### src/rtl/mux_sel_arbiter_if.sv
// Request/grant bundle between the eight requesting units and the mux-select arbiter.
interface mux_sel_arbiter_if;
  logic [7:0] req;
  logic [7:0] gnt;
  logic [2:0] sel;
  logic       busy;

  modport master (output req, input gnt, input sel, input busy);
  modport slave  (input req, output gnt, output sel, output busy);
endinterface

### src/rtl/mux_sel_arbiter.sv
// Round-robin arbiter for the shared 8:1 mux: registered one-hot grant plus binary select,
// with bounded hold time under contention.
module mux_sel_arbiter #(
  parameter int MAX_HOLD = 8
) (
  input  logic                clk,
  input  logic                reset,
  mux_sel_arbiter_if.slave    bus
);

  localparam logic [7:0] HOLD_LAST = 8'(MAX_HOLD - 1);

  typedef enum logic {IDLE, GRANT} state_t;

  state_t     state, state_n;
  logic [2:0] ptr, ptr_n;
  logic [7:0] hold_cnt, hold_cnt_n;
  logic [7:0] gnt, gnt_n;
  logic [2:0] sel, sel_n;
  logic       busy, busy_n;

  // Returns {found, index} of the first set bit scanning p, p+1, ... p+7 (mod 8).
  function automatic logic [3:0] find_next(input logic [7:0] r, input logic [2:0] p);
    logic [3:0] res;
    logic [2:0] idx;
    res = '0;
    for (int i = 7; i >= 0; i--) begin
      idx = p + 3'(i);
      if (r[idx]) res = {1'b1, idx};
    end
    return res;
  endfunction

  always_ff @(posedge clk or posedge reset) begin
    if (reset) begin
      state    <= IDLE;
      ptr      <= '0;
      hold_cnt <= '0;
      gnt      <= '0;
      sel      <= '0;
      busy     <= 1'b0;
    end else begin
      state    <= state_n;
      ptr      <= ptr_n;
      hold_cnt <= hold_cnt_n;
      gnt      <= gnt_n;
      sel      <= sel_n;
      busy     <= busy_n;
    end
  end

  always_comb begin
    logic [3:0] win;
    logic       release_owner;
    logic       preempt;
    state_n       = state;
    ptr_n         = ptr;
    hold_cnt_n    = hold_cnt;
    gnt_n         = gnt;
    sel_n         = sel;
    busy_n        = busy;
    win           = '0;
    release_owner = 1'b0;
    preempt       = 1'b0;

    case (state)
      IDLE: begin
        if (bus.req != 8'h00) begin
          win        = find_next(bus.req, ptr);
          gnt_n      = 8'b1 << win[2:0];
          sel_n      = win[2:0];
          busy_n     = 1'b1;
          hold_cnt_n = '0;
          state_n    = GRANT;
        end
      end
      GRANT: begin
        // sel doubles as the owner index while a grant is active
        release_owner = !bus.req[sel];
        preempt       = bus.req[sel] && (hold_cnt == HOLD_LAST) && ((bus.req & ~gnt) != 8'h00);
        if (release_owner || preempt) begin
          ptr_n = sel + 3'd1;
          win   = find_next(bus.req, sel + 3'd1);
          if (win[3]) begin
            gnt_n      = 8'b1 << win[2:0];
            sel_n      = win[2:0];
            hold_cnt_n = '0;
          end else begin
            gnt_n   = '0;
            busy_n  = 1'b0;
            state_n = IDLE;
          end
        end else if (hold_cnt != HOLD_LAST) begin
          hold_cnt_n = hold_cnt + 8'd1;
        end
      end
      default: state_n = IDLE;
    endcase
  end

  assign bus.gnt  = gnt;
  assign bus.sel  = sel;
  assign bus.busy = busy;

endmodule

### src/flat_wrapper.sv
// flat-port wrapper written by rule: the top's interface ports become plain ports
module mux_sel_arbiter_flat 
#(
  parameter int MAX_HOLD = 8
)
  (clk, reset, bus_req, bus_gnt, bus_sel, bus_busy);
  mux_sel_arbiter_if bus_i ();
  input  logic clk;
  input  logic reset;
  input wire logic [$bits(bus_i.req)-1:0] bus_req;
  output wire logic [$bits(bus_i.gnt)-1:0] bus_gnt;
  output wire logic [$bits(bus_i.sel)-1:0] bus_sel;
  output wire logic [$bits(bus_i.busy)-1:0] bus_busy;
  assign bus_i.req = bus_req;
  assign bus_gnt = bus_i.gnt;
  assign bus_sel = bus_i.sel;
  assign bus_busy = bus_i.busy;
  mux_sel_arbiter #(.MAX_HOLD(MAX_HOLD)) u_core (.clk(clk), .reset(reset), .bus(bus_i));
endmodule
### config.mk
export PLATFORM = sky130hd
export DESIGN_NAME = mux_sel_arbiter_flat
export DESIGN_NICKNAME = d
export VERILOG_FILES = /design/src/rtl/mux_sel_arbiter_if.sv /design/src/rtl/mux_sel_arbiter.sv /design/src/flat_wrapper.sv
export SDC_FILE = /design/constraint.sdc
export NUM_CORES = 1
export LEC_CHECK = 0
export ABC_AREA = 1
export CORE_ASPECT_RATIO = 0.9
export CORE_MARGIN = 2
export CORE_UTILIZATION = 44
export CTS_CLUSTER_SIZE = 14
export DETAILED_ROUTE_END_ITERATION = 8
export GPL_TIMING_DRIVEN = 1
export PLACE_DENSITY = 0.75
export SYNTH_ARGS = -nofsm -noshare
export SYNTH_HDL_FRONTEND = slang
export SYNTH_SLANG_ARGS = --single-unit
export TNS_END_PERCENT = 10
### constraint.sdc
create_clock -name clk -period 2.59 [get_ports clk]
set_clock_uncertainty 0.05 [all_clocks]
set_input_delay 0.518 -clock clk [delete_from_list [all_inputs] [get_ports clk]]
set_output_delay 0.518 -clock clk [all_outputs]
set_load 0.01 [all_outputs]
; ---- Word level (Yosys, flattened, before mapping)
; Cells that the tools add are included.
[classes]
addsub = 16
n_eq_ne = 8
order_cmp = 17
shifts = 2
n_reduce_logical = 11
n_bitwise = 3
n_mux = 75
[op_table]
columns = op, count
row1 = $lt 3x4->1 const B, 17
row2 = $mux 8, 7
row3 = $bmux 1 s3, 17
row4 = $mux 4, 10
row5 = $mux 3, 13
row6 = $pmux 8 s2, 2
row7 = $add 3x3->3 const B, 8
row8 = $mux 1, 23
row9 = $reduce_bool 8->1, 2
row10 = $shl 1x3->8 const A, 2
row11 = $add 3x2->3 const B, 4
row12 = $add 3x1->3 const B, 3
row13 = $reduce_and 3->1, 3
row14 = $add 8x1->8 const B, 1
row15 = $and 8x8->8, 1
row16 = $eq 8x3->1 const B, 1
row17 = $ne 8x3->1 const B, 1
row18 = $not 8->8, 1
row19 = $ne 2x2->1 const B, 3
row20 = $ne 3x3->1 const B, 2
row21 = $pmux 3 s2, 1
row22 = $pmux 1 s2, 2
row23 = $reduce_and 2->1, 2
row24 = $logic_and 1x1->1, 2
row25 = other kinds (4), 4
[totals]
elab_cells = 138
reg_bits = 24

; ---- Logic depth before layout (Yosys ltp)
; Gate-level depths: netlist of the first run.
[depth]
depth_word = 18
mapped_depth = 25
ltp_nobuf = 23

; ---- Least setup slack after synthesis of the first run
; OpenSTA, ideal clock, no wires.
[synth_timing]
path_kind = reg-to-reg
start = reg u_core.sel[0] (netlist: u_core.bus.sel[0])
end = reg u_core.gnt[0] (netlist: u_core.bus.gnt[0])
stages_incl_launch_ff = 22
setup_time_ns = 0.065
synth_period_minus_slack_ns = 2.522
setup_slack_ns = 0.068
path_buffers = 3
arrival_ns = 2.407
cell_sequence = dfrtp_1 -> buf_6 -> inv_6 -> buf_12 -> ha_1 -> buf_4 -> nand2_1 -> nand2_2 -> nand2_1 -> nand2_1 -> nand2_1 -> nand2_2 -> nand3b_1 -> nand2_1 -> nand3_1 -> nand2_2 -> inv_2 -> a21oi_2 -> nand2_1 -> nand2_1 -> nand2_1 -> nand2_1
[synth_between]
elab_chain_cells = 18
word_cells_on_any_way = 46
classes_between = add/sub: 8 / eq/ne: 1 / shift: 1 / mux: 31 / reduce/logical: 5
[synth_lines]
columns = element, line
row1 = "start, declared", mux_sel_arbiter.sv:19  ; logic [2:0] sel, sel_n;
row2 = "start signal, assigned", mux_sel_arbiter.sv:47  ; sel <= sel_n;
row3 = $add 3x1->3, mux_sel_arbiter.sv:83  ; win = find_next(bus.req, sel + 3'd1);
row4 = $add 3x3->3, mux_sel_arbiter.sv:28  ; idx = p + 3'(i);
row5 = $bmux 1 s3, mux_sel_arbiter.sv:29  ; if (r[idx]) res = {1'b1, idx};
row6 = $mux 1 (not written as such), mux_sel_arbiter.sv:29
row7 = $mux 4 (8 in a row), mux_sel_arbiter.sv:29
row8 = $mux 4, mux_sel_arbiter.sv:81  ; if (release_owner || preempt) begin
row9 = $mux 4, mux_sel_arbiter.sv:66  ; case (state)
row10 = $shl 1x3->8, mux_sel_arbiter.sv:85  ; gnt_n = 8'b1 << win[2:0];
row11 = $mux 8, mux_sel_arbiter.sv:84  ; if (win[3]) begin
row12 = $mux 8, mux_sel_arbiter.sv:81
row13 = $pmux 8 s2, mux_sel_arbiter.sv:66
row14 = "end signal, assigned", mux_sel_arbiter.sv:46  ; gnt <= gnt_n;
row15 = "end, declared", mux_sel_arbiter.sv:18  ; logic [7:0] gnt, gnt_n;
; Parallel ways exist; a longest one is shown, timed or not. The select of a mux whose other input is x is not followed.
; A chain may end at the register's enable or synchronous reset.

; ---- Worst setup path in the final report of the first run
[layout_timing]
start = reg u_core.sel[0] (netlist: u_core.bus.sel[0])
end = reg u_core.gnt[4] (netlist: u_core.bus.gnt[4])
; The elaborated chain is that of the path after synthesis.

==> results of run 1 <==
-- path summary, 6_finish.rpt --
path	start	to	slack, ns	depth (start not counted)
min in group asynchronous	reset	u_core.bus.gnt[4]	0.53	3
worst max register to register	u_core.bus.sel[0]	u_core.bus.gnt[4]	0.15	21
max in group asynchronous	reset	u_core.bus.sel[0]	1.71	3
worst min-delay path	u_core.bus.busy	u_core.bus.busy	0.48	2
worst min register to register	u_core.bus.busy	u_core.bus.busy	0.48	2
worst max-delay path	u_core.bus.sel[0]	u_core.bus.gnt[4]	0.15	21
-- synth_stat cells (3+ instances only) --
master	number	share of area, %
nand2_1	209	29
nand3_1	62	11
inv_1	54	7.5
nand2_2	27	6.2
dfrtp_1	24	22
nor2_1	22	3.0
a21oi_1	21	3.9
o21ai_0	12	2.2
inv_2	8	1.1
ha_1	5	2.3
o21ai_1	5	0.92
o22ai_1	5	1.2
nor2_2	4	0.92
a21oi_2	3	0.97
buf_2	3	0.55
nand4_1	3	0.69
xor2_1	3	0.97
-- cell families (layout without fill, tap and decap cells) --
kind of cell	Yosys count	count (layout)
AO/OA/AOI/OAI	49	49
AND/OR/NAND/NOR	332	332
adder cells (fa/ha/maj)	5	5
flip-flops	24	24
buffers and inverters	71	120
XOR/XNOR	4	4
-- metal layers --
metal  global-route usage [%]  up-vias  wire length (um)
met1                    35.60     1456              3744
li1                         -     1630                 -
met4                    3.750        0                42
met2                    35.62      127              3465
met5                        0        -                 0
met3                    2.419        6               586
-- registers in the layout, summed over array words and instances, names as in the netlist --
register	flops
u_core.bus.busy	1
u_core.bus.gnt	8
u_core.bus.sel	3
u_core.hold_cnt	8
u_core.ptr	3
u_core.state	1
-- worst max-delay path, cell delays in order (launching register included) --
cell,delay [ns]
dfrtp_2,0.45
buf_4,0.16
ha_2,0.20
inv_1,0.07
nand2_1,0.07
nand2_2,0.12
nand2_1,0.07
nand2_2,0.08
nand2_2,0.08
nand2_4,0.09
inv_2,0.04
nand2_1,0.08
nand3b_1,0.10
nand2_1,0.08
nand3_2,0.11
nand2_4,0.13
inv_2,0.04
a21oi_2,0.12
nand2_1,0.07
nand2_1,0.07
nand2_1,0.05
nand2_1,0.06
-- layout by cell type (no fill, tap or decap), drive strengths merged, types with 2 or more instances in the layout --
cell type      netlist  final
inv                 63     63
buf                  8     32
a21oi               24     24
nor3                 2      2
o32ai                2      2
nand2              237    237
xor2                 3      3
ha                   5      5
dlymetal6s2s         0      4
clkdlybuf4s50        0     17
nand3               62     62
nor2                26     26
clkbuf               0      4
dfrtp               24     24
o21ai               17     17
o22ai                5      5
nand4                3      3
-- what timing repair did --
item | CTS | global route
endpoints found under the hold margin | 0 | 0
cloned | 0 | 0
pin swaps | 0 | 4
buffers inserted | 0 | 4
endpoints found under the setup margin | 1 | 12
resized for setup | 1 | 26
-- per-stage QoR --
stage	util, %	area (um2)	setup WS (ns)
floorplan	-	2710	0.06819
global placement	52.06	3148	-0.1387
detailed placement	52.06	3148	-0.1645
CTS	53.01	3206	0.002754
global route	55.08	3331	-0.06940
finish	55.08	3331	0.1522
-- area by class of cell --
cell class / count / share of cell area, %
well taps: 72 / 2.705
repair buffers: 53 / 13.82
inverters: 63 / 7.400
flip-flops and latches: 24 / 18.07
clock buffers: 4 / 1.653
multi-input cells: 390 / 56.35
==> qor.txt, run 1 <==
vias in the first global route -> 2861
Critical Path RT -> 2.75 ns
DIE WIDTH -> 86.73 um
CP max FO -> 5
fraction of registers with async set/reset -> 100.0%
root buffer cell -> clkbuf_8
Rows -> 27
Post-synth EDFFs -> 0
Avg Inst Size Synth -> 5.588 um2
register area share after synthesis -> 22.16%
DP Cell Count -> 598
Seq cells post-synth -> 24
FF+latch area -> 601.8 um2
Pins Over Slew Limit -> 0
Worst setup EP type -> flop
adder-cell share of the synthesized area -> 2.308%
Antenna Nets Post-Route -> 0
Longest Clk Path Bufs -> 2
Fmax achieved -> 0.4102 GHz
Fill cells -> 592
initial antenna violation count -> 0
Worst-path clk slew -> 0.08 ns
min Tclk post-route -> 2.438 ns
area of the multi-input gates -> 1877 um2
die area -> 6804 um2
hold_buf cts -> 0
Synth Area in Compound Gates -> 10.06%
synthesized netlist cell count -> 485
Slew @ Worst Pin -> 0.6006 ns
Cell Area, Synth -> 2710 um2
Total Wirelength -> 7838 um
synth unique cells -> 28
post-synthesis mux area share -> 0%
Vias -> 3219
Hold Crit Class -> flop to flop
# DRC -> 0
port bufs -> 21
post-DP HPWL -> 6219 um
CTS tree -> yes
fraction of synthesized cell area in xor and xnor cells -> 1.293%
worst skew pair latency -> 0.27 ns
IO Pins -> 22
crit share post-route -> 94.12%
outcome -> complete, no violations
syn_nets -> 500
core region area -> 6047 um2
RePlAce Congestion -> 0.9591
layout cells sized above 1 -> 18.16%
Crit Path Class -> flop to flop
DR WL/cell -> 12.93 um
WP data arrival -> 2.60 ns
area delta synth->final -> 22.90%
pin count of the biggest net entering global routing -> 25
gr ovfl total -> 0
Inserted Diodes -> 0
Synthesis Warnings -> 0
CTS H-tree lvls -> 1
CTS Buf Count -> 3
DR pass1 iterations -> 5
routed vias/inst -> 5.312
largest family of logic cells by synthesized area -> simple AND/OR/NAND/NOR gates
Finished Layout Cells -> 606
die height -> 78.46 um
DR iter-0 viols -> 327
unrepaired setup endpoints after global routing -> true
ys flop type -> dfrtp_1
final setup fails -> 0
simple-gate share of the synthesized area -> 52.59%
final number of hold-violating endpoints -> 0
Layout Nets -> 550
worst hold slack -> 0.4750 ns
first-pass GRT wire length -> 12970 um
initial core utilization -> 44.82%
MaxCap Viol Count -> 0
CTS Sinks -> 24
CP startpoint kind -> flop
Total GRT Usage -> 23.25%
Slew headroom -> 59.59%
total negative slack -> 0 ns
Power of run 1 is not shown: default switching activity piles up to over one toggle a cycle in this logic, so the estimate is an artifact.
==> inputs of run 2 (changes only) <==
Settings changed: CAP_MARGIN from default to 10, CTS_CLUSTER_DIAMETER from default to 50.
==> results of run 2 <==
The final DEF is identical to that of run 1; final timing and power are the same.
Power of run 2 is left out for the same reason.
==> inputs of run 3 (changes only) <==
Settings changed: CELL_PAD_IN_SITES_DETAIL_PLACEMENT from default to 0, CELL_PAD_IN_SITES_GLOBAL_PLACEMENT from default to 1, CORE_UTILIZATION 44 to 36, PLACE_DENSITY 0.75 to 0.85.
==> run 3 against run 2 <==
  * Via count is 1.2% lower
  * Non-clock buffer count increased by 9
  * Global-route usage fell by 3.1 points
  * Highest routed layer unchanged
  * Wire length rose by 2.6%
  * Register-to-register slack worse by 0.03 ns
  * Largest cell class unchanged
==> qor.txt, run 3 (synthesized netlist as in run 1, its figures left out) <==
outcome -> complete, no violations (unchanged)
Slew headroom -> 70.78% (was 59.59%)
CTS Sinks -> 24 (unchanged)
Fmax achieved -> 0.4049 GHz (was 0.4102 GHz)
Crit Path Class -> flop to flop (unchanged)
Longest Clk Path Bufs -> 2 (unchanged)
first-pass GRT wire length -> 13350 um (was 12970 um)
Total Wirelength -> 8039 um (was 7838 um)
core region area -> 7184 um2 (was 6047 um2)
max incr delay on CP -> 0.45 ns (about the same)
pin count of the biggest net entering global routing -> 25 (unchanged)
Total GRT Usage -> 20.18% (was 23.25%)
DR pass1 iterations -> 5 (unchanged)
MaxCap Viol Count -> 0 (unchanged)
Slew @ Worst Pin -> 0.4343 ns (was 0.6006 ns)
port bufs -> 21 (unchanged)
CTS Buf Count -> 3 (unchanged)
DR iter-0 viols -> 172 (was 327)
WP data arrival -> 2.63 ns (was 2.60 ns)
Pins Over Slew Limit -> 0 (unchanged)
initial antenna violation count -> 0 (unchanged)
Post-Layout Inst Area -> 3386 um2 (was 3331 um2)
top routing layer in use -> met4 (unchanged)
DP Area -> 3264 um2 (was 3148 um2)
Fill cells -> 769 (was 592)
CP startpoint kind -> flop (unchanged)
RePlAce Congestion -> 0.9129 (was 0.9591)
Inserted Diodes -> 0 (unchanged)
Worst-path clk slew -> 0.08 ns (about the same)
final number of hold-violating endpoints -> 0 (unchanged)
critical-path cell list -> buf_4, ha_1, inv_1, nand2_1, nand2_2, nand2_1, nand2_2, nand2_1, nand2_2, nand3_1, nand2_1, nand2_1, nand2_1, nand2_2, nand2_4, inv_2, a21oi_2, nand2_1, nand2_1, nand2_1, nand2_1 (was buf_4, ha_2, inv_1, nand2_1, nand2_2, nand2_1, nand2_2, nand2_2, nand2_4, inv_2, nand2_1, nand3b_1, nand2_1, nand3_2, nand2_4, inv_2, a21oi_2, nand2_1, nand2_1, nand2_1, nand2_1)
area of the multi-input gates -> 1857 um2 (was 1877 um2)
min Tclk post-route -> 2.470 ns (was 2.438 ns)
Antenna Nets Post-Route -> 0 (unchanged)
worst skew pair latency -> 0.26 ns (was 0.27 ns)
vias in the first global route -> 2911 (was 2861)
routed vias/inst -> 5.008 (was 5.312)
sum of buffers and inverters on the critical path -> 3 (was 4)
CTS tree -> yes (unchanged)
crit share post-route -> 95.37% (was 94.12%)
CP max FO -> 5 (unchanged)
metal3 WL -> 537 um (was 586 um)
Critical Path RT -> 2.75 ns (about the same)
unrepaired setup endpoints after global routing -> true (unchanged)
area delta synth->final -> 24.93% (was 22.90%)
Vias -> 3180 (was 3219)
reg2reg setup slack -> 0.12 ns (was 0.15 ns)
DR WL/cell -> 12.66 um (was 12.93 um)
DRT met1 WL -> 4206 um (was 3744 um)
layout cells sized above 1 -> 18.82% (was 18.16%)
root buffer cell -> clkbuf_8 (unchanged)
gr ovfl total -> 0 (unchanged)
# DRC -> 0 (unchanged)
Worst setup EP type -> flop (unchanged)
CP dominant cell by count -> nand2_1 (unchanged)
hold_buf cts -> 0 (unchanged)
delay-heaviest family, CP -> simple AND/OR/NAND/NOR gates (unchanged)
final setup fails -> 0 (unchanged)
FF+latch area -> 601.8 um2 (unchanged)
met2 WL post-DR -> 3172 um (was 3465 um)
post-DP HPWL -> 6597 um (was 6219 um)
commonest non-fill, non-tap cell in the layout -> nand2_1 (unchanged)
die height -> 86.31 um (was 78.46 um)
IO Pins -> 22 (unchanged)
DIE WIDTH -> 95.46 um (was 86.73 um)
CTS H-tree lvls -> 1 (unchanged)
top flop regs -> u_core.bus.gnt: 8 flops, u_core.hold_cnt: 8 flops (unchanged)
Layout Nets -> 559 (was 550)
most frequent cells in the layout -> nand2_1 (203), nand3_1 (61), inv_1 (53) (was nand2_1 (205), nand3_1 (59), inv_1 (53))
Rows -> 29 (was 27)
die area -> 8239 um2 (was 6804 um2)
Hold Crit Class -> flop to flop (unchanged)
initial core utilization -> 37.72% (was 44.82%)
Slowest cell on crit path -> dfrtp_2 (unchanged)
run 3: repair_timing:
action,CTS,global route
setup endpoints to repair,0,13
gates resized for setup,0,22
setup buffers,0,1
run 3: path summary, 6_finish.rpt:
check	startpoint	endpoint	cells past startpoint
min in group asynchronous	reset	u_core.bus.gnt[5]	3
worst max register to register	u_core.bus.sel[0]	u_core.bus.gnt[0]	21
worst max-delay path	u_core.bus.sel[0]	u_core.bus.gnt[0]	21
worst min register to register	u_core.bus.busy	u_core.bus.busy	2
max in group asynchronous	reset	u_core.bus.sel[0]	3
worst min-delay path	u_core.bus.busy	u_core.bus.busy	2
run 3: final cells by class:
cell class / count / share of cell area, %
clock buffer: 3 / 1.220
inverter: 63 / 7.132
multi-input combinational: 390 / 54.84
sequential: 24 / 17.78
tap: 93 / 3.437
timing repair buffer: 62 / 15.59
run 3: routing by layer:
layer,vias up,GRT usage [%]
met2,103,28.62
met3,16,2.261
met4,0,5.065
met1,1410,32.16
li1,1651,-
met5,-,0
run 3: stage by stage:
stage	worst slack, ns	hold WS, ns	setup TNS (ns)	cells	utilization [%]
4_1_cts	0.04979	0.4852	0	634	46.01
3_5_place_dp	-0.1894	0.4600	-1.315	631	45.44
3_3_place_gp	-0.1678	0.4344	-1.037	631	45.44
6_report	0.1199	0.4818	0	635	47.13
5_1_grt	-0.06597	0.5203	-0.1935	635	47.13
2_1_floorplan	0.06819	0.4826	0	485	-
run 3: worst min-delay path: cells and delay by family, from the launching register on:
kind            cells  cell delay (ns)
compound gates      1             0.09
simple gates        1             0.06
flops               1             0.35
Power of run 3 is left out for the same reason.
==> variant 1: new RTL, settings of run 3 <==
Compare `hold_cnt` against `HOLD_LAST` with >= in place of ==.
--- a/src/rtl/mux_sel_arbiter.sv
+++ b/src/rtl/mux_sel_arbiter.sv
@@ -79,3 +79,3 @@
         release_owner = !bus.req[sel];
-        preempt       = bus.req[sel] && (hold_cnt == HOLD_LAST) && ((bus.req & ~gnt) != 8'h00);
+        preempt       = bus.req[sel] && (hold_cnt >= HOLD_LAST) && ((bus.req & ~gnt) != 8'h00);
         if (release_owner || preempt) begin
Function: same outputs for any inputs over 10 cycles, from zero or initial values and one cycle with reset high; that may be too few to reach the edited logic, so the function may still have changed.
==> variant 1 against run 3 <==
  * Worst hold slack lost 18 ps
  * Critical path depth shrank 7
  * Setup slack gained 60 ps
  * Routed wire length grew 4.7%
  * Global-route usage grew 0.94 points
  * Sequential cell count is the same
  * Register-to-register slack gained 100 ps
  * Synthesized cell count shrank 0.82%
  * Area after synthesis shrank 0.69%
  * Final area grew 4.8%
  * Via count shrank 0.13%
Power is left out: the tool's default activity adds up to more than one toggle a clock period on the data nets, which glitch-free logic cannot reach.
==> variant 1: results (changes against run 3) <==
Worst setup path
The data arrival at the endpoint of the critical path was 2530 ps (was 2630 ps). The setup slack of the most critical reg-to-reg path is 220 ps (was 120 ps). The delay of the slowest cell on the worst path was 480 ps (was 450 ps). The standard cell with the maximum stage delay on the critical path is clkdlybuf4s50_1 (was dfrtp_2).

The highest fanout seen on the critical path is 4 (was 5). The capturing point of the worst reg2reg path is u_core.bus.gnt[1]$_DFFE_PP0P_ (was u_core.bus.gnt[0]$_DFFE_PP0P_). The worst reg2reg path depth is 20 (was 21).

Place
The instance area at placement was 3270 sq um (was 3260 sq um). The routability-driven placement congestion ratio was 0.957 (was 0.913). The HPWL reported at the end of detailed placement is 6.53 mm (was 6.60 mm). The worst setup slack after placement came to -124 ps (was -189 ps). The number of placed cells counting well taps is 630 (was 631).

Min path
The worst hold path startpoint is u_core.bus.gnt[0]$_DFFE_PP0P_ (was u_core.bus.busy$_DFFE_PP0P_). The worst hold path stage count came to 2 (unchanged). The end point of the worst hold path is u_core.bus.gnt[0]$_DFFE_PP0P_ (was u_core.bus.busy$_DFFE_PP0P_).

Yosys
The number of distinct library cells after synthesis was 31 (was 28). The post-synthesis sequential area ratio is 0.223 (was 0.222). The cell count after synthesis is 481 (was 485).

Commonest cells post-synth: nand2_1 (221), nand3_1 (55), inv_1 (50), dfrtp_1 (24) (was nand2_1 (209), nand3_1 (62), inv_1 (54), nand2_2 (27), dfrtp_1 (24)). Top area cells in the synthesized netlist: nand2_1 (31%), dfrtp_1 (22%), nand3_1 (10%), inv_1 (7.0%), nand2_2 (5.1%) (was nand2_1 (29%), dfrtp_1 (22%), nand3_1 (11%), inv_1 (7.5%), nand2_2 (6.2%)). The net count of the mapped netlist is 496 (was 500).

Layout
The number of nets in the layout is 562 (was 559). The count of antenna diodes in the layout is 0 (unchanged). The fraction of layout instances using a drive strength above 1 is 0.238 (was 0.188).

GRT
The wire length of the first global-routing pass was 13.8 mm (was 13.4 mm). The number of global-route vias before repair was 2,903 (was 2,911). The total routing usage reported by global routing is 0.211 (was 0.202).

Route
The final wirelength was 8.42 mm (was 8.04 mm). The average wire length per cell after detail routing is 13.2 um (was 12.7 um). The ratio of routed vias to standard cells is 4.97 (was 5.01).

The number of DRC markers after the initial detailed-route iteration is 236 (was 172).

Timing
The relative max-transition margin is 0.749 (was 0.708). The final hold slack is 464 ps (was 482 ps).

CTS
The buffers inserted during post-CTS setup optimization is 1 (was 0).

Outcome
Status: finished clean (unchanged).
-- variant 1: cells by family (layout without fill, tap and decap cells) --
kind of cell	count (synthesis)	count (layout)	synth area share
xor gates and xnor gates	2	2	0.00651
and+or+nand+nor	334	334	0.530
DFF	24	24	0.223
adders and majority gates	5	5	0.0232
buffers and inverters	66	131	0.106
AOI/OAI and AO/OA	50	50	0.111
-- variant 1: routing by layer --
layer	track usage	vias to the layer above	part of all wire
li1	-	1647	-
met1	0.336	1456	0.52
met2	0.318	69	0.43
met3	0.0149	4	0.054
met4	0.0250	0	0.0032
met5	0	-	0
-- variant 1: worst max-delay path: cells and delay by family --
| family | cells | cell delay (ps) |
|---|---|---|
| AND/OR/NAND/NOR | 8 | 950 |
| buffers and inverters | 3 | 800 |
| AO/OA/AOI/OAI | 3 | 250 |
-- variant 1: how the worst max path moves through the flow --
stage	cells after the start	endpoint	slack, ps	from
final	14	u_core.hold_cnt[5]$_DFFE_PP0P_	180	bus_req[2]
after global routing	23	u_core.bus.gnt[5]$_DFFE_PP0P_	-20	u_core.bus.sel[0]$_DFFE_PP0P_
after CTS	18	u_core.bus.gnt[1]$_DFFE_PP0P_	10	u_core.bus.sel[0]$_DFFE_PP0P_
after detailed placement	15	u_core.bus.sel[1]$_DFFE_PP0P_	-120	bus_req[6]
after global placement	19	u_core.bus.gnt[1]$_DFFE_PP0P_	-120	bus_req[3]
after floorplan	24	u_core.bus.gnt[4]$_DFFE_PP0P_	210	u_core.bus.sel[0]$_DFFE_PP0P_
-- variant 1: layout make-up --
cell class	instances	area (sq um)
Clock buffer	3	41.3
Sequential cell	24	602
Multi-Input combinational cell	391	1940
Tap cell	93	116
Timing Repair Buffer	69	598
Fill cell	749	3600
Inverter	58	220
Clock inverter	1	30.0
==> variant 2: new RTL, config.mk and constraints of run 3 <==
Made on the original files. `MAX_HOLD` is set to 8 in 2 places; all go to 4.
--- a/src/rtl/mux_sel_arbiter.sv
+++ b/src/rtl/mux_sel_arbiter.sv
@@ -3,3 +3,3 @@
 module mux_sel_arbiter #(
-  parameter int MAX_HOLD = 8
+  parameter int MAX_HOLD = 4
 ) (
--- a/src/flat_wrapper.sv
+++ b/src/flat_wrapper.sv
@@ -3,3 +3,3 @@
 #(
-  parameter int MAX_HOLD = 8
+  parameter int MAX_HOLD = 4
 )
Behaviour: not the same (Yosys sat finds a counterexample within 10 cycles, from zero or initial values and one cycle with reset high).
==> variant 2 against run 3 <==
  * Utilization rose by 0.42 points
  * Worst hold slack got worse by 62 ps
  * Sequential cell count did not move
  * Via count fell by 0.72%
  * Cell count fell by 1.4%
  * Area after synthesis fell by 4.0%
  * Setup slack improved by 25 ps
  * Final area fell by 1.1%
  * Highest routed layer unchanged
  * Non-clock buffer count fell by 2
  * Routed wire length fell by 0.40%
Power is not shown: default switching activity piles up to over one toggle a cycle in this logic, so the estimate is an artifact.
==> variant 2: results (changes against run 3) <==
Outcome
Status: finished clean (unchanged).

Layout
The fraction of layout instances using a drive strength above 1 came to 0.188 (about the same). The number of nets in the layout is 550 (was 559). The final standard cell count with taps included and fillers excluded is 626 (was 635).

GRT
The number of global-route vias before repair is 2,808 (was 2,911). The wire length of the first global-routing pass is 13.3 mm (was 13.4 mm). The initial antenna violation count is 0 (unchanged).

The total routing usage reported by global routing is 0.205 (was 0.202).

Yosys
The post-synthesis area per instance is 5.48 sq um (was 5.59 sq um). The post-synthesis sequential area ratio is 0.231 (was 0.222). The net count of the mapped netlist was 490 (was 500). The post-synthesis compound-gate area fraction was 0.100 (was 0.101). The parity-gate share of the synthesized area counting xor and xnor cells is 0.0135 (was 0.0129). Top area cells in the synthesized netlist: nand2_1 (32%), dfrtp_1 (23%), nand3_1 (12%), inv_1 (6.6%), nand2_2 (3.6%) (was nand2_1 (29%), dfrtp_1 (22%), nand3_1 (11%), inv_1 (7.5%), nand2_2 (6.2%)). The adder-cell area share of the yosys netlist came to 0.0240 (was 0.0231). Commonest cells post-synth: nand2_1 (220), nand3_1 (61), inv_1 (46), dfrtp_1 (24), nor2_1 (21) (was nand2_1 (209), nand3_1 (62), inv_1 (54), nand2_2 (27), dfrtp_1 (24)).

Place
The instance area at placement is 3160 sq um (was 3260 sq um). The routability-driven placement congestion ratio is 0.963 (was 0.913). The number of placed cells counting well taps was 620 (was 631). The HPWL reported at the end of detailed placement was 6.34 mm (was 6.60 mm). The worst setup slack after placement was -136 ps (was -189 ps).

Worst setup path
The data arrival at the endpoint of the critical path came to 2600 ps (was 2630 ps). The highest fanout seen on the critical path is 7 (was 5). The standard cell with the maximum stage delay on the critical path is dfrtp_1 (was dfrtp_2). The endpoint of the worst setup timing path is u_core.bus.gnt[0]$_DFFE_PP0P_ (unchanged). The worst flop-to-flop path startpoint is u_core.bus.sel[0]$_DFFE_PP0P_ (unchanged).

The delay of the slowest cell on the worst path is 420 ps (was 450 ps).

Min path
The worst hold path startpoint is u_core.hold_cnt[7]$_DFFE_PP0P_ (was u_core.bus.busy$_DFFE_PP0P_). The end point of the worst hold path is u_core.hold_cnt[7]$_DFFE_PP0P_ (was u_core.bus.busy$_DFFE_PP0P_). The worst hold path stage count was 1 (was 2).

CTS
The maximum clock path buffer count is 2 (unchanged). The total clock buffers created by CTS is 3 (unchanged).

Timing
The portion of the clock cycle consumed by the worst path in the final layout came to 0.944 (was 0.954). The number of hold-slack violations in the final timing report is 0 (unchanged). The slew at the pin with the worst max-slew slack is 410 ps (was 434 ps).

The final hold slack is 420 ps (was 482 ps).

Route
The number of DRC markers after the initial detailed-route iteration is 270 (was 172). The average wire length per cell after detail routing is 12.8 um (was 12.7 um). The ratio of routed vias to standard cells is 5.04 (was 5.01).
## variant 2: area by class of cell
type                       instances  area [sq um]
clock buffer                       3          41.3
fill                             757          3690
multi-input combinational        384          1840
inverter                          62           233
timing repair buffer              60           515
sequential                        24           601
tap                               93           116
## variant 2: per-layer routing
metal / GRT usage / part of all wire / vias to the layer above
li1: - / - / 1618
met1: 0.322 / 0.51 / 1410
met2: 0.297 / 0.41 / 116
met3: 0.0278 / 0.067 / 13
met4: 0.0461 / 0.015 / 0
met5: 0 / 0 / -
## variant 2: kinds of logic (layout without fill, tap and decap cells)
kind of cell,count (synthesis),in the layout
AO/OA/AOI/OAI,46,46
XOR/XNOR,4,4
adder cells (fa/ha/maj),5,5
buffers and inverters,67,125
flip-flops,24,24
AND/OR/NAND/NOR,329,329
## variant 2: what timing repair did
action / CTS / global route
pin swaps: 0 / 6
endpoints found under the hold margin: 0 / 0
setup endpoints to repair: 1 / 15
buffers inserted: 0 / 3
resized for setup: 2 / 32
